## src/rtl/bram_stream_reader.sv

```systemverilog
// bram_stream_reader
//   Read-side engine for a simple synchronous dual-port BRAM. A start pulse
//   captures base_addr/length, the engine walks the BRAM read address and
//   presents the words on a valid/ready stream. A 2-entry skid buffer absorbs
//   the BRAM's one-cycle read latency so backpressure never drops or repeats
//   a word.
//
//   Optional feature macro: BRAM_READER_LAST_EN adds the m_last output.
//
//   Ports:
//     clk, rst      clock, synchronous active-high reset
//     start         start request, honoured only when idle
//     base_addr     first address read (captured on accepted start)
//     length        word count, 0..2**addr_width (captured on accepted start)
//     busy, done    transfer in progress / one-cycle completion pulse
//     addr_r        BRAM read address
//     mem_dout      BRAM registered read data
//     m_data, m_valid, m_ready   output stream
//     m_last        final-beat marker (BRAM_READER_LAST_EN only)
module bram_stream_reader #(
  parameter int unsigned addr_width = 10,
  parameter int unsigned data_width = 8
) (
  input  logic                  clk,
  input  logic                  rst,
  input  logic                  start,
  input  logic [addr_width-1:0] base_addr,
  input  logic [addr_width:0]   length,
  output logic                  busy,
  output logic                  done,
  output logic [addr_width-1:0] addr_r,
  input  logic [data_width-1:0] mem_dout,
  output logic [data_width-1:0] m_data,
  output logic                  m_valid,
  input  logic                  m_ready
`ifdef BRAM_READER_LAST_EN
  ,
  output logic                  m_last
`endif
);

  localparam int unsigned CW = addr_width + 1;

  typedef enum logic [1:0] {
    ST_IDLE = 2'd0,
    ST_RUN  = 2'd1,
    ST_DONE = 2'd2
  } state_t;

  state_t                state_q, state_d;
  logic [addr_width-1:0] ptr_q, ptr_d;
  logic [CW-1:0]         issue_cnt_q, issue_cnt_d;
  logic [CW-1:0]         beat_cnt_q, beat_cnt_d;
  logic                  pending_q, pending_d;
  logic [1:0]            fill_q, fill_d;
  logic [data_width-1:0] head_q, head_d;
  logic [data_width-1:0] tail_q, tail_d;
  logic                  valid_q, valid_d;
  logic                  busy_q, busy_d;
  logic                  done_q, done_d;
`ifdef BRAM_READER_LAST_EN
  logic                  last_q, last_d;
`endif

  logic                  push;
  logic                  pop;
  logic                  issue;
  logic [2:0]            occupancy;

  // Next-state, counters and skid buffer
  always_comb begin
    state_d     = state_q;
    ptr_d       = ptr_q;
    issue_cnt_d = issue_cnt_q;
    beat_cnt_d  = beat_cnt_q;
    pending_d   = 1'b0;
    fill_d      = fill_q;
    head_d      = head_q;
    tail_d      = tail_q;
    issue       = 1'b0;

    push      = pending_q;
    pop       = valid_q && m_ready;
    // Words already buffered plus the one still in flight from the BRAM.
    occupancy = 3'(fill_q) + 3'(pending_q);

    unique case (state_q)
      ST_IDLE: begin
        if (start) begin
          if (length != CW'(0)) begin
            state_d     = ST_RUN;
            ptr_d       = base_addr;
            issue_cnt_d = length;
            beat_cnt_d  = length;
          end else begin
            state_d = ST_DONE;
          end
        end
      end
      ST_RUN: begin
        // Only issue if the word will have a slot when it lands next cycle.
        issue = (issue_cnt_q != CW'(0)) && (occupancy < (3'd2 + 3'(pop)));
        if (issue) begin
          ptr_d       = ptr_q + addr_width'(1);
          issue_cnt_d = issue_cnt_q - CW'(1);
          pending_d   = 1'b1;
        end
        if (pop) begin
          beat_cnt_d = beat_cnt_q - CW'(1);
          if (beat_cnt_q == CW'(1)) begin
            state_d = ST_DONE;
          end
        end
      end
      ST_DONE: begin
        state_d = ST_IDLE;
      end
      default: begin
        state_d = ST_IDLE;
      end
    endcase

    // Skid buffer: head is the stream output, tail holds the second word.
    unique case ({push, pop})
      2'b10: begin
        if (fill_q == 2'd0) begin
          head_d = mem_dout;
        end else begin
          tail_d = mem_dout;
        end
        fill_d = fill_q + 2'd1;
      end
      2'b01: begin
        if (fill_q == 2'd2) begin
          head_d = tail_q;
        end
        fill_d = fill_q - 2'd1;
      end
      2'b11: begin
        if (fill_q == 2'd1) begin
          head_d = mem_dout;
        end else begin
          head_d = tail_q;
          tail_d = mem_dout;
        end
      end
      default: begin
      end
    endcase

    valid_d = (fill_d != 2'd0);
    busy_d  = (state_d == ST_RUN);
    done_d  = (state_d == ST_DONE);
`ifdef BRAM_READER_LAST_EN
    // The head is the final word when exactly one beat remains.
    last_d  = valid_d && (beat_cnt_d == CW'(1));
`endif
  end

  // State and output registers
  always_ff @(posedge clk) begin
    if (rst) begin
      state_q     <= ST_IDLE;
      ptr_q       <= '0;
      issue_cnt_q <= '0;
      beat_cnt_q  <= '0;
      pending_q   <= 1'b0;
      fill_q      <= 2'd0;
      head_q      <= '0;
      tail_q      <= '0;
      valid_q     <= 1'b0;
      busy_q      <= 1'b0;
      done_q      <= 1'b0;
`ifdef BRAM_READER_LAST_EN
      last_q      <= 1'b0;
`endif
    end else begin
      state_q     <= state_d;
      ptr_q       <= ptr_d;
      issue_cnt_q <= issue_cnt_d;
      beat_cnt_q  <= beat_cnt_d;
      pending_q   <= pending_d;
      fill_q      <= fill_d;
      head_q      <= head_d;
      tail_q      <= tail_d;
      valid_q     <= valid_d;
      busy_q      <= busy_d;
      done_q      <= done_d;
`ifdef BRAM_READER_LAST_EN
      last_q      <= last_d;
`endif
    end
  end

  assign addr_r  = ptr_q;
  assign m_data  = head_q;
  assign m_valid = valid_q;
  assign busy    = busy_q;
  assign done    = done_q;
`ifdef BRAM_READER_LAST_EN
  assign m_last  = last_q;
`endif

endmodule

```

## config.mk

```make
export PLATFORM = sky130hd
export DESIGN_NAME = bram_stream_reader
export DESIGN_NICKNAME = d
export VERILOG_FILES = /design/src/rtl/bram_stream_reader.sv
export SDC_FILE = /design/constraint.sdc
export NUM_CORES = 1
export LEC_CHECK = 0
export ABC_AREA = 1
export BUFFER_PORTS_ARGS = -buffer_cell sky130_fd_sc_hd__buf_2
export CAP_MARGIN = 20
export CORE_ASPECT_RATIO = 0.75
export CORE_MARGIN = 1
export CORE_UTILIZATION = 25
export DETAILED_ROUTE_END_ITERATION = 16
export GPL_TIMING_DRIVEN = 0
export SLEW_MARGIN = 20
export SYNTH_ARGS = -nofsm -noshare
export SYNTH_HDL_FRONTEND = slang
export SYNTH_SLANG_ARGS = --single-unit
```

## constraint.sdc

```tcl
create_clock -name clk -period 2.8 [get_ports clk]
set_input_delay 0.14 -clock clk [delete_from_list [all_inputs] [get_ports clk]]
set_output_delay 0.14 -clock clk [all_outputs]
set_load 0.005 [all_outputs]
```

==> flow_summary_export.csv, run 1 <==
group,metric,value,unit
status,run_status,"complete, no violations",
pwr,switching_share,32.4,%
pwr,ir_drop,0.266,mV
synth,synth_edf_count,0,
min_path,worstHoldStart,"base_addr[7]",
synth,async_flop_share,0,%
floorplan,rows,36,
min_path,hold_path_class,"in2reg",
global_route,grt_pass1_wl,15.0,mm
final_layout,syn_to_final_growth,19.0,%
final_layout,n_fill_cell,1476,
setup_path,crit_chain,"nand2_1, inv_1, ha_1, inv_1, o21ai_1, buf_2, a21oi_1, o21a_1",
synth,ys_ff_latch,56,
place,dp_hpwl,6.93,mm
synth,netlist_area,0.00337,sq mm
timing,relSlewSlack,52.5,%
floorplan,core_area,0.0131,sq mm
clock_tree,clockBufferDepth,2,
setup_path,critPathKind,"reg2reg",
clock_tree,cts_setup_buffers,0,
timing,hold_viol_final,0,
timing,skew,0.00848,ns
pwr,power.internal,1.50,mW
synth,postSynthCellCount,537,
setup_path,reg2reg_from,"m_valid",
synth,synthFlopType,"dfxtp_1",
clock_tree,clkSinkCount,56,
setup_path,crit_path_end_kind,"register",
timing,setup_viol,0,
pwr,powerDensity,554,mW/mm^2
clock_tree,numCtsBuffers,5,
setup_path,path_buf_inv,3,
setup_path,r2r_slack,0.81,ns
clock_tree,root_buffer,"clkbuf_16",
floorplan,dieArea,0.0140,sq mm
detailed_routing,vias_per_cell,4.41,
detailed_routing,wire_per_inst,12.0,um
setup_path,r2r_cells,8,
synth,synth_warnings,0,
timing,holdWs,0.140,ns
timing,timing.fmax,0.502,GHz
detailed_routing,vias,3388,
setup_path,crit_required,3.00,ns
global_route,grt-ovfl-total,0,
floorplan,num_io_pins,54,
pwr,p_leak,1.94,nW
min_path,holdPathEnd,"addr_r[7]",
detailed_routing,drc,0,
setup_path,critPathMaxFanout,10,
setup_path,cp_top_family,"compound AO/OA/AOI/OAI gates",
timing,rsz0062_at_grt,"false",
pwr,p_comb_share,24.9,%
min_path,whs_path_depth,5,
timing,setup_tns,0,ns
detailed_routing,firstDrtPassIters,5,
floorplan,start_util,25.8,%
synth,syn-num-nets,584,
timing,slew_violations,0,
floorplan,die_w,136,um
setup_path,critPathMaxStageDelay,0.47,ns
final_layout,diodes,0,
synth,yosysSeqAreaShare,33.2,%
setup_path,worst_ep_arrival_time,2.19,ns
detailed_routing,ant_nets,0,
global_route,grt_max_degree,18,
final_layout,drive_gt1_share,13.1,%
setup_path,startpoint_type,"register",
detailed_routing,first_iter_violations,274,
synth,synth_area_leader_cell,"dfxtp_1",
detailed_routing,routed_wl,9.23,mm
setup_path,slowest_stage,"o21ai_1",
global_route,antenna_found_initial,0,
synth,synth_area_per_cell,6.28,sq um
setup_path,r2r-end,"m_data[6]",
pwr,power.switching,721,uW
pwr,pwr-share-seq,42.0,%
final_layout,finalNetCount,643,
pwr,clkPwrFrac,33.1,%
clock_tree,clk_latency,0.30,ns
clock_tree,cts_resized,0,
flow_run,max_cap_violations,0,
place,gp_congestion,0.850,
timing,final.min_clock_period,1.99,ns
clock_tree,cts-hold-fix-buffers,0,
clock_tree,clkTransAtPathRegs,0.08,ns
timing,worstMarginPinSlew,0.713,ns
synth,synth_commonest_cells,"nand2_1, nor2_1, inv_1, dfxtp_1, o21ai_0",
clock_tree,cts_tree,"done",
global_route,grt_pass1_vias,2991,
global_route,grt_usage,13.8,%
synth,synthTopCellsByArea,"dfxtp_1, nand2_1, nor2_1, inv_1, o21ai_0",
floorplan,die_h,103,um
clock_tree,htreeDepth,2,
place,port-buffer-count,52,
synth,ys_types,30,
synth,yosysTopAreaCellShare,33.2,%
setup_path,path_common_cell,"inv_1",
timing,period_share,71.2,%
[power groups by stage]
| stage | clock, mW | combinational, mW | sequential (mW) |
|---|---|---|---|
| final | 0.736 | 0.553 | 0.935 |
| after global routing | 0.787 | 0.643 | 0.947 |
| after CTS | 0.752 | 0.553 | 0.935 |
| after detailed placement | 0 | 0.550 | 0.953 |
| after global placement | 0 | 0.548 | 0.953 |
| after floorplan | 0 | 0.393 | 0.942 |
[placed cells by master, fill, tap and decap left out, drive strengths merged, types with 2 or more instances in the layout]
master,count
inv,74
nand3,26
nand2,110
nor3b,2
ha,14
o21ai,55
buf,62
nand3b,5
clkbuf,13
a21oi,40
nand4,4
xnor2,4
nor2,108
o22ai,8
dfxtp,56
o21a,8
[per-stage QoR]
stage               instances  worst slack, ns  power (mW)  area [sq um]  utilization, %
finish                    768            0.808        2.22          4020            30.7
detailed placement        760            0.792        1.50          3850            29.5
CTS                       768            0.777        2.24          4020            30.7
global route              768            0.571        2.38          4020            30.7
global placement          760            0.851        1.50          3850            29.5
floorplan                 537             1.21        1.33          3370               -
[layer usage]
layer | share of wire [%] | GRT usage, %
met5 | 0 | 0
met4 | 0.77 | 2.82
met3 | 6.6 | 3.29
met2 | 40 | 20.2
met1 | 53 | 20.3
[worst max-delay path by stage]
stage | start | to | depth (start not counted)
after global routing | m_valid | m_data[7] | 8
after CTS | m_valid | m_data[7] | 8
after floorplan | m_valid | m_data[6] | 8
final | m_valid | m_data[6] | 8
after global placement | m_valid | m_data[6] | 8
after detailed placement | m_valid | m_data[7] | 8
[worst register-to-register path: stages, from the launching register on]
cell,delay [ns]
dfxtp_1,0.37
nand2_1,0.11
inv_1,0.14
ha_1,0.19
inv_1,0.08
o21ai_1,0.47
buf_2,0.33
a21oi_1,0.09
o21a_1,0.12
[cells by family (layout without fill, tap and decap cells)]
| kind of cell | Yosys count | after routing | synth area share (%) |
|---|---|---|---|
| AND/OR/NAND/NOR | 258 | 258 | 31.7 |
| AO/OA/AOI/OAI | 112 | 112 | 17.6 |
| buffers and inverters | 92 | 152 | 11.0 |
| flip-flops | 56 | 56 | 33.2 |
| adder cells (fa/ha/maj) | 14 | 14 | 5.19 |
| XOR/XNOR | 5 | 5 | 1.30 |
[state kept, by name (all words and copies together) (netlist names)]
signal       flops
m_valid          1
addr_r          10
m_data           8
issue_cnt_q     11
pending_q        1
done             1
fill_q           2
state_q          2
beat_cnt_q      11
busy             1
tail_q           8
[final cells by class]
type | count | area, sq um | share of cell area (%)
clock buffers | 5 | 125 | 3.12
plain buffers | 18 | 92.6 | 2.31
flip-flops and latches | 56 | 1120 | 27.9
inverters | 74 | 280 | 6.98
well taps | 171 | 214 | 5.33
repair buffers | 52 | 260 | 6.48
clock inverters | 3 | 42.5 | 1.06
multi-input cells | 389 | 1880 | 46.8
No activity file was read; power rests on OpenSTA's default activity.
==> run 2: changes to the inputs <==
==> constraint.sdc (replaced) <==
create_clock -name clk -period 2.1 [get_ports clk]
set_input_delay 0.105 -clock clk [delete_from_list [all_inputs] [get_ports clk]]
set_output_delay 0.105 -clock clk [all_outputs]
set_load 0.005 [all_outputs]
==> flow_summary_export.csv, run 2 (synthesis results as in run 1) <==
group,metric,value,unit
final_layout,layout_common_cells,"nand2_1, nor2_1, inv_1, buf_2, dfxtp_1",
detailed_routing,drc,0,
floorplan,num_io_pins,54,
pwr,p_comb_share,24.9,%
clock_tree,htreeDepth,2,
timing,timing.fmax,0.541,GHz
flow_run,max_cap_violations,0,
final_layout,final_area,0.00402,sq mm
detailed_routing,wire_per_inst,12.0,um
clock_tree,clkSinkCount,56,
global_route,grt_pass1_vias,2991,
min_path,hold_path_class,"in2reg",
place,gp_congestion,0.850,
final_layout,diodes,0,
pwr,power.switching,962,uW
timing,setup_viol,0,
final_layout,final_cell_count_no_fill,768,
timing,skew,0.00873,ns
setup_path,worst_ep_arrival_time,2.04,ns
timing,worstMarginPinSlew,0.725,ns
place,port-buffer-count,52,
place,pre_cts_slack,0.0916,ns
setup_path,startpoint_type,"register",
timing,period_share,88.0,%
detailed_routing,vias_per_cell,4.41,
pwr,clkPwrFrac,33.1,%
clock_tree,cts-hold-fix-buffers,0,
setup_path,critPathKind,"reg2reg",
timing,layout_setup_ws,0.251,ns
timing,setup_tns,0,ns
clock_tree,clkTransAtPathRegs,0.08,ns
place,dp_hpwl,6.93,mm
final_layout,drive_gt1_share,13.2,%
timing,final.min_clock_period,1.85,ns
global_route,grt_usage,13.8,%
clock_tree,root_buffer,"clkbuf_16",
clock_tree,numCtsBuffers,5,
final_layout,postLayoutCoreUtil,30.8,%
floorplan,die_h,103,um
setup_path,critPathMaxFanout,8,
global_route,grt_max_degree,18,
place,placed_area,0.00385,sq mm
floorplan,die_w,136,um
global_route,use_met1,20.3,%
status,run_status,"complete, no violations",
final_layout,syn_to_final_growth,19.1,%
pwr,p_total,2.97,mW
setup_path,crit_required,2.29,ns
floorplan,rows,36,
pwr,powerDensity,738,mW/mm^2
global_route,grt_busiest_layer,"met1",
floorplan,core_area,0.0131,sq mm
pwr,ir_drop,0.355,mV
timing,rsz0062_at_grt,"false",
timing,relSlewSlack,51.6,%
global_route,gr-usage-met3,3.29,%
final_layout,finalNetCount,643,
global_route,antenna_found_initial,0,
timing,slew_violations,0,
pwr,pwr-share-seq,42.0,%
floorplan,start_util,25.8,%
floorplan,dieArea,0.0140,sq mm
detailed_routing,ant_nets,0,
pwr,power.internal,2.00,mW
clock_tree,clockBufferDepth,2,
global_route,grt-ovfl-total,0,
global_route,grt_pass1_wl,15.0,mm
clock_tree,cts_tree,"done",
pwr,switching_share,32.4,%
detailed_routing,routed_wl,9.23,mm
detailed_routing,first_iter_violations,296,
place,dp_cells,760,
timing,holdWs,0.104,ns
detailed_routing,firstDrtPassIters,4,
global_route,grt_use_met2,20.2,%
setup_path,crit_path_end_kind,"register",
final_layout,n_fill_cell,1474,
timing,hold_viol_final,0,
pwr,p_leak,1.94,nW
clock_tree,clk_latency,0.30,ns
detailed_routing,vias,3385,
[run 2: cell counts in the layout (fill, tap and decap cells not counted)]
Identical to the previous run, type by type.
[run 2: worst max-delay path, stage by stage (launching register included)]
cell and delay (ns):
dfxtp_1 0.34, nand2_1 0.12, inv_1 0.10, ha_1 0.23, a21oi_1 0.60, o22ai_1 0.15
o21a_1 0.20
[run 2: timing repair]
action | in CTS | in global routing
resized for setup | 0 | 1
setup buffers | 0 | 0
setup endpoints to repair | 0 | 4
[run 2: power by group through the flow]
stage | sequential (mW) | combinational, mW | clock (mW)
4_1_cts | 1.25 | 0.737 | 1.00
5_1_grt | 1.26 | 0.858 | 1.05
3_5_place_dp | 1.27 | 0.733 | 0
2_1_floorplan | 1.26 | 0.524 | 0
6_report | 1.25 | 0.737 | 0.983
3_3_place_gp | 1.27 | 0.730 | 0
[run 2: final timing paths]
check / depth (start not counted) / from / to / slack (ns)
max: 6 / m_valid / m_data[3] / 0.25
min: 5 / base_addr[7] / addr_r[7] / 0.10
max reg2reg: 6 / m_valid / m_data[3] / 0.25
min reg2reg: 2 / tail_q[2] / tail_q[2] / 0.46
[run 2: cell type report]
cell class | count | area, sq um | share of cell area [%]
Clock inverter | 3 | 42.5 | 1.06
Multi-Input combinational cell | 389 | 1880 | 46.9
Clock buffer | 5 | 125 | 3.11
Tap cell | 171 | 214 | 5.32
Inverter | 74 | 280 | 6.97
Timing Repair Buffer | 52 | 260 | 6.47
Buffer | 18 | 92.6 | 2.30
Sequential cell | 56 | 1120 | 27.9
[run 2: routing by layer]
metal	part of all wire (%)	vias to the layer above
li1	-	1819
met1	53	1488
met2	40	74
met3	6.5	4
met4	0.77	0
met5	0	-
==> run 3: changes to the inputs <==
--- a/config.mk
+++ b/config.mk
@@ -8,7 +8,7 @@
 export ABC_AREA = 1
 export BUFFER_PORTS_ARGS = -buffer_cell sky130_fd_sc_hd__buf_2
 export CAP_MARGIN = 20
-export CORE_ASPECT_RATIO = 0.75
+export CORE_ASPECT_RATIO = 0.5
 export CORE_MARGIN = 1
 export CORE_UTILIZATION = 25
 export DETAILED_ROUTE_END_ITERATION = 16
==> constraint.sdc (replaced) <==
create_clock -name clk -period 2 [get_ports clk]
set_input_delay 0.1 -clock clk [delete_from_list [all_inputs] [get_ports clk]]
set_output_delay 0.1 -clock clk [all_outputs]
set_load 0.005 [all_outputs]
==> flow_summary_export.csv, run 3 (synthesis results as in run 1) <==
group,metric,value,unit
status,run_status,"finished, violations left",
status,violations,"design-rule violations",
clock_tree,root_buffer,"clkbuf_16",
clock_tree,clk_latency,0.30,ns
min_path,whs_path_depth,5,
clock_tree,clockBufferDepth,2,
floorplan,num_io_pins,54,
global_route,grt_max_degree,16,
floorplan,start_util,26.1,%
floorplan,rows,29,
timing,setup_tns,0,ns
timing,slew_violations,0,
detailed_routing,firstDrtPassIters,11,
setup_path,worst_ep_arrival_time,2.03,ns
global_route,grt_pass1_vias,3125,
final_layout,syn_to_final_growth,18.4,%
timing,timing.fmax,0.544,GHz
setup_path,crit_required,2.19,ns
detailed_routing,drc,2,
floorplan,die_w,166,um
setup_path,critPathKind,"reg2reg",
final_layout,layout_common_cells,"nand2_1, nor2_1, inv_1, buf_2, dfxtp_1",
setup_path,r2r_cells,8,
min_path,hold_path_class,"in2reg",
floorplan,core_area,0.0129,sq mm
detailed_routing,vias,3452,
setup_path,r2r_slack,0.16,ns
detailed_routing,vias_per_cell,4.51,
floorplan,die_h,84.2,um
clock_tree,cts_tree,"done",
final_layout,diodes,0,
clock_tree,clkSinkCount,56,
pwr,p_leak,1.93,nW
place,gp_congestion,0.835,
place,port-buffer-count,52,
timing,hold_viol_final,0,
detailed_routing,routed_wl,9.22,mm
final_layout,finalNetCount,643,
clock_tree,htreeDepth,2,
detailed_routing,first_iter_violations,246,
global_route,antenna_found_initial,0,
floorplan,dieArea,0.0140,sq mm
clock_tree,clkTransAtPathRegs,0.07,ns
setup_path,critPathMaxFanout,10,
clock_tree,cts_setup_buffers,0,
place,dp_hpwl,7.04,mm
detailed_routing,wire_per_inst,12.0,um
clock_tree,numCtsBuffers,5,
pwr,powerDensity,742,mW/mm^2
detailed_routing,ant_nets,0,
timing,skew,0.0110,ns
flow_run,max_cap_violations,0,
final_layout,drive_gt1_share,13.3,%
timing,relSlewSlack,57.3,%
setup_path,startpoint_type,"register",
timing,final.min_clock_period,1.84,ns
global_route,grt_usage,13.7,%
pwr,p_total,2.96,mW
timing,setup_viol,0,
timing,period_share,92.0,%
final_layout,postLayoutCoreUtil,30.9,%
global_route,grt_pass1_wl,15.5,mm
setup_path,crit_path_end_kind,"register",
pwr,ir_drop,0.466,mV
global_route,grt-ovfl-total,0,
timing,worstMarginPinSlew,0.640,ns
## run 3: layout make-up
type	count	area [sq um]
plain buffers	18	95.1
clock buffers	6	129
clock inverters	1	5.00
fillers	1441	8920
inverters	74	280
multi-input cells	389	1890
flip-flops and latches	56	1120
well taps	170	213
repair buffers	52	260
## run 3: repair_timing
item	in CTS	in global routing
resized for setup	0	4
hold buffers	0	0
setup endpoints to repair	0	8
endpoints found under the hold margin	0	0
## run 3: final timing paths
check / endpoint / start
max: m_data[7] / m_valid
min: addr_r[7] / base_addr[7]
max reg2reg: m_data[7] / m_valid
min reg2reg: tail_q[1] / tail_q[1]
## run 3: per-stage QoR
stage | cells | instance area [sq um] | setup WS, ns | hold slack (ns)
2_1_floorplan | 537 | 3370 | 0.407 | 0.292
3_3_place_gp | 759 | 3850 | 0.119 | 0.399
3_5_place_dp | 759 | 3850 | 0.0552 | 0.402
4_1_cts | 766 | 3980 | 0.0408 | 0.101
5_1_grt | 766 | 4000 | -0.00357 | 0.120
6_report | 766 | 4000 | 0.160 | 0.108
## run 3: critical path, stage by stage, from the launching register on
cell and delay, ns:
dfxtp_1 0.35, nand2_1 0.11, inv_1 0.16, ha_1 0.22, inv_1 0.11, o21ai_2 0.31, clkbuf_4 0.28, a21oi_1 0.08
o21a_1 0.12
## run 3: power breakdown
group | leakage (nW) | internal [mW] | switching [mW]
clock | 0.0667 | 0.458 | 0.417
combinational | 1.40 | 0.294 | 0.482
sequential | 0.462 | 1.22 | 0.0925
total | 1.93 | 1.97 | 0.991
## run 3: routing by layer
metal / vias to the layer above / GRT usage, % / routed length (um)
li1: 1819 / - / -
met1: 1566 / 20.1 / 4940
met2: 65 / 21.0 / 3840
met3: 2 / 2.69 / 403
met4: 0 / 1.77 / 34
met5: - / 0 / 0
